`src/rtl/excess3_bcd_decoder_pkg.sv`:
```
// Shared constants, FSM state type and index-width helper for the Excess-3 decoder.
package excess3_pkg;

    localparam logic [3:0] E3_OFFSET = 4'd3;
    localparam logic [3:0] E3_MIN    = 4'd3;
    localparam logic [3:0] E3_MAX    = 4'd12;

    typedef enum logic [1:0] {
        IDLE = 2'd0,
        CONV = 2'd1,
        DONE = 2'd2
    } state_t;

    // Digit index width; a one-digit word still needs a 1-bit index.
    function automatic int unsigned idx_width(input int unsigned n);
        return (n <= 1) ? 1 : $clog2(n);
    endfunction

endpackage

```
`src/rtl/excess3_bcd_decoder_digit.sv`:
```
// Combinational single-digit Excess-3 to BCD converter with illegal-code flag.
module excess3_digit
    import excess3_pkg::*;
(
    input  logic [3:0] i_code,
    output logic [3:0] o_bcd,
    output logic       o_illegal
);

    // Legal codes map to code-3; anything outside 3..12 yields 0 and raises the flag.
    always_comb begin
        o_illegal = (i_code < E3_MIN) || (i_code > E3_MAX);
        o_bcd     = o_illegal ? 4'h0 : (i_code - E3_OFFSET);
    end

endmodule

```
`src/rtl/excess3_bcd_decoder.sv`:
```
// Sequential packed Excess-3 to BCD decoder: one digit per clock, valid/ready on both sides.
module excess3_bcd_decoder
    import excess3_pkg::*;
#(
    parameter int unsigned NDIG = 4
) (
    input  logic              i_clk,
    input  logic              i_rst_n,
    input  logic              i_in_valid,
    output logic              o_in_ready,
    input  logic [4*NDIG-1:0] i_in_e,
    output logic              o_out_valid,
    input  logic              i_out_ready,
    output logic [4*NDIG-1:0] o_out_bcd,
    output logic              o_out_err,
    output logic [NDIG-1:0]   o_out_err_mask,
    output logic              o_busy
);

    localparam int unsigned IW = idx_width(NDIG);
    localparam logic [IW-1:0] IDX_LAST = IW'(NDIG - 1);

    state_t            r_state;
    logic [IW-1:0]     r_idx;
    logic [4*NDIG-1:0] r_latch;
    logic [4*NDIG-1:0] r_bcd;
    logic [NDIG-1:0]   r_mask;

    logic [3:0]        w_code;
    logic [3:0]        w_bcd;
    logic              w_illegal;

    // Select the latched digit addressed by the current index.
    always_comb begin
        w_code = 4'h0;
        for (int i = 0; i < NDIG; i++) begin
            if (r_idx == IW'(i)) begin
                w_code = r_latch[4*i +: 4];
            end
        end
    end

    excess3_digit u_digit (
        .i_code    (w_code),
        .o_bcd     (w_bcd),
        .o_illegal (w_illegal)
    );

    // Handshake FSM and per-digit result accumulation.
    always_ff @(posedge i_clk or negedge i_rst_n) begin
        if (!i_rst_n) begin
            r_state <= IDLE;
            r_idx   <= '0;
            r_latch <= '0;
            r_bcd   <= '0;
            r_mask  <= '0;
        end else begin
            unique case (r_state)
                IDLE: begin
                    if (i_in_valid) begin
                        r_latch <= i_in_e;
                        r_bcd   <= '0;
                        r_mask  <= '0;
                        r_idx   <= '0;
                        r_state <= CONV;
                    end
                end
                CONV: begin
                    for (int i = 0; i < NDIG; i++) begin
                        if (r_idx == IW'(i)) begin
                            r_bcd[4*i +: 4] <= w_bcd;
                            r_mask[i]       <= w_illegal;
                        end
                    end
                    if (r_idx == IDX_LAST) begin
                        r_state <= DONE;
                    end else begin
                        r_idx <= r_idx + 1'b1;
                    end
                end
                DONE: begin
                    // Result registers keep their value after the handshake.
                    if (i_out_ready) begin
                        r_state <= IDLE;
                    end
                end
                default: begin
                    r_state <= IDLE;
                end
            endcase
        end
    end

    // Status and result outputs derived directly from registered state.
    always_comb begin
        o_in_ready     = (r_state == IDLE);
        o_out_valid    = (r_state == DONE);
        o_busy         = (r_state != IDLE);
        o_out_bcd      = r_bcd;
        o_out_err_mask = r_mask;
        o_out_err      = |r_mask;
    end

endmodule

```
`config.mk`:
```
export PLATFORM = sky130hd
export DESIGN_NAME = excess3_bcd_decoder
export DESIGN_NICKNAME = d
export VERILOG_FILES = /design/src/rtl/excess3_bcd_decoder_pkg.sv /design/src/rtl/excess3_bcd_decoder_digit.sv /design/src/rtl/excess3_bcd_decoder.sv
export SDC_FILE = /design/constraint.sdc
export NUM_CORES = 1
export LEC_CHECK = 0
export BUFFER_PORTS_ARGS = -buffer_cell sky130_fd_sc_hd__buf_4
export CORE_ASPECT_RATIO = 1.5
export CORE_MARGIN = 5
export CORE_UTILIZATION = 48
export CTS_CLUSTER_SIZE = 40
export DETAILED_ROUTE_END_ITERATION = 6
export HOLD_SLACK_MARGIN = 0.02
export PLACE_DENSITY = 0.79
export SLEW_MARGIN = 10
export SYNTH_ARGS = -nofsm -noshare
export SYNTH_HDL_FRONTEND = slang
export SYNTH_SLANG_ARGS = --single-unit
```
`constraint.sdc`:
```
create_clock -name i_clk -period 2.3 [get_ports i_clk]
set_clock_uncertainty 0.05 [all_clocks]
set_input_delay 0.23 -clock i_clk [delete_from_list [all_inputs] [get_ports i_clk]]
set_output_delay 0.23 -clock i_clk [all_outputs]
set_load 0.02 [all_outputs]
```
==> flow_summary.yaml <==
drt:
  drt-initial-drc-count: 54
  vias: 1679
  drtAntennaViolNets: 0
  dr.pass1.iters: 4
  finalWirelength_um: 4500
  via_per_inst: 5.42
  avgRoutedWirePerCell_um: 14.5
  drc: 0
synthesis:
  syn_nets: 229
  synth.avg_cell_area_um2: 9.39
  synth_top_area_share: 0.525
  synthTopCellsByArea: "dfrtp_1 (53%), nand2_1 (13%), a32o_1 (4.2%), ha_1 (3.9%), o21ai_0 (3.4%)"
  synth_xor_area_frac: 0
  muxShareOfSynthArea: 0
  ys_seq_elements: 40
  netlist_area_um2: 1910
  synthCells: 203
  synth_cell_type_count: 32
  synthAdderAreaFrac: 0.0394
  synth_top_family_by_area: "simple AND/OR/NAND/NOR gates"
  seq_area_frac_synth: 0.525
  yosysTopAreaCell: "dfrtp_1"
  yosys_warnings: 0
  synthSimpleGateAreaFrac: 0.228
  synth_compound_area_frac: 0.169
sta:
  rsz0062_at_grt: "true"
  tightest_slew_ns: 0.667
  slew_headroom: 0.554
  final.min_clock_period_ns: 2.29
  slew_viol_final: 0
  finalHoldViolations: 0
  finalSetupTns_ns: 0
  setup_viol: 0
  clock.fmax_mhz: 437
  fin_crit_sh: 0.994
  whs_ns: 0.0675
clocking:
  clock_latency_ns: 0.29
  cts_sinks: 40
  cts_tree: "built"
  clockBufferDepth: 2
  clock-root-buffer: "clkbuf_8"
  htree_levels: 2
  cts_made_buffers: 5
  clkTransAtPathRegs_ns: 0.07
setup_path:
  critPathKind: "reg -> reg"
  r2r_setup_slack_ns: 0.01
  cp-start-kind: "flop"
  cp.arrival_ns: 2.42
  critPathLaunch: "r_idx[0]$_DFFE_PN0P_"
  r2r_end: "o_out_bcd[1]$_DFFE_PN0P_"
  timing.rr.start: "r_idx[0]$_DFFE_PN0P_"
  worst_ep_required_time_ns: 2.43
  ff2ff_path_depth: 8
  endpoint_kind: "flop"
  cp_max_fo: 9
global_route:
  grt_max_degree: 41
  grtUsageTotal: 0.179
  first_global_vias: 1609
  grt-ovfl-total: 0
  grt_pass1_wl_um: 7110
  antenna_found_initial: 0
job:
  max_cap_viol_count: 0
floorplanning:
  start_util: 0.490
  dieArea_um2: 5360
  core.rowCount: 28
  fp.dieH_um: 87.2
  core_um2: 3890
  dieWidth_um: 61.4
  ios: 44
placed_design:
  dp_hpwl_um: 3300
  place_area_um2: 2360
  portBuffers: 43
  place_congestion: 0.892
worst_hold_path:
  hold_start: "i_out_ready"
  whs_endpoint: "r_state[1]$_DFFE_PN0P_"
  hold_path_depth: 2
  min_path_type: "in -> reg"
power:
  vdd.ir_drop.worst_mv: 0.945
  p_per_area_nw_per_um2: 1650
  power_leakage_uw: 0.00130
final_layout:
  drive_above_1_share: 0.340
  antenna_cells: 0
  nets: 290
  final_cell_mix: "nand2_1 (67), buf_4 (61), dfrtp_1 (38)"
  final_common_cell: "nand2_1"
  area_delta_synth_final_pct: 35.5
  final_area_um2: 2580
status:
  status: "complete, no violations"
sequential cells by signal (all words and copies together) (netlist names):
register and count:
o_out_bcd 16, r_latch 16, o_out_err_mask 4, r_idx 2
r_state 2
final cells by class:
cell class	count	area [um^2]
clock inverter	2	10.0
fill	310	1310
multi-input combinational	148	932
clock buffer	6	82.6
sequential	40	1000
tap	45	56.3
inverter	7	28.8
timing repair buffer	62	468
cells by family after synthesis:
logic type,Yosys count
flops,40
compound gates,45
fa+ha+maj,6
simple gates,97
buf+inv,15
synth_stat cells:
cell type   n
a211o_1     1
a21o_1      1
a21oi_1     7
a311o_1     1
a31oi_1     1
a32o_1      8
a41oi_1     3
and2_1      5
and3b_1     1
buf_2       1
buf_6       2
clkbuf_1    5
dfrtp_1    40
ha_1        6
inv_1       7
nand2_1    67
nand2b_1    5
nand3_1     2
nand3b_4    1
nor2_1      8
nor2b_1     2
nor3_1      2
nor3b_1     1
o2111ai_1   2
o211a_1     2
o211ai_1    4
o21a_1      1
o21ai_0    13
o31ai_1     1
or2_2       1
or3b_1      1
or4_1       1
critical path, stage by stage, from the launching register on:
cell and delay (ns):
dfrtp_2 0.44, buf_4 0.15, ha_4 0.17, buf_4 0.14
a211o_1 0.32, o211a_1 0.27, o21a_1 0.14, a21o_4 0.22
a32o_1 0.26
per-layer routing:
| metal | track usage | part of all wire | vias to the layer above |
|---|---|---|---|
| li1 | - | - | 815 |
| met1 | 0.185 | 0.37 | 808 |
| met2 | 0.322 | 0.55 | 47 |
| met3 | 0.0415 | 0.054 | 9 |
| met4 | 0.0907 | 0.027 | 0 |
| met5 | 0 | 0 | - |
timing repair:
| action | CTS | global route |
|---|---|---|
| setup buffers | 2 | 3 |
| gates resized for setup | 6 | 22 |
| hold buffers | 1 | 0 |
| endpoints found under the hold margin | 40 | 0 |
| endpoints found under the setup margin | 19 | 19 |
| pin swaps | 1 | 4 |
how the worst max path moves through the flow:
| stage | to | slack [ns] |
|---|---|---|
| after global routing | o_out_bcd[2]$_DFFE_PN0P_ | -0.09 |
| final | o_out_bcd[1]$_DFFE_PN0P_ | 0.01 |
| after detailed placement | o_out_bcd[1]$_DFFE_PN0P_ | -0.06 |
| after CTS | o_out_bcd[10]$_DFFE_PN0P_ | 0.03 |
| after floorplan | o_out_bcd[12]$_DFFE_PN0P_ | 0.01 |
| after global placement | o_out_bcd[8]$_DFFE_PN0P_ | 0.02 |
power breakdown:
group | switching, uW | internal (uW) | total, uW
Sequential | 200 | 1010 | 1210
Combinational | 1400 | 1170 | 2570
Clock | 234 | 239 | 473
stage by stage:
step / setup slack (ns) / total power [uW] / instances / utilization
after floorplan: 0.0142 / 2630 / 203 / -
final: 0.0131 / 4250 / 310 / 0.664
after CTS: 0.0271 / 4010 / 307 / 0.642
after global placement: 0.0210 / 3360 / 296 / 0.606
after detailed placement: -0.0630 / 3410 / 296 / 0.606
after global routing: -0.0859 / 4530 / 310 / 0.664
No activity file was read; power rests on OpenSTA's default activity.
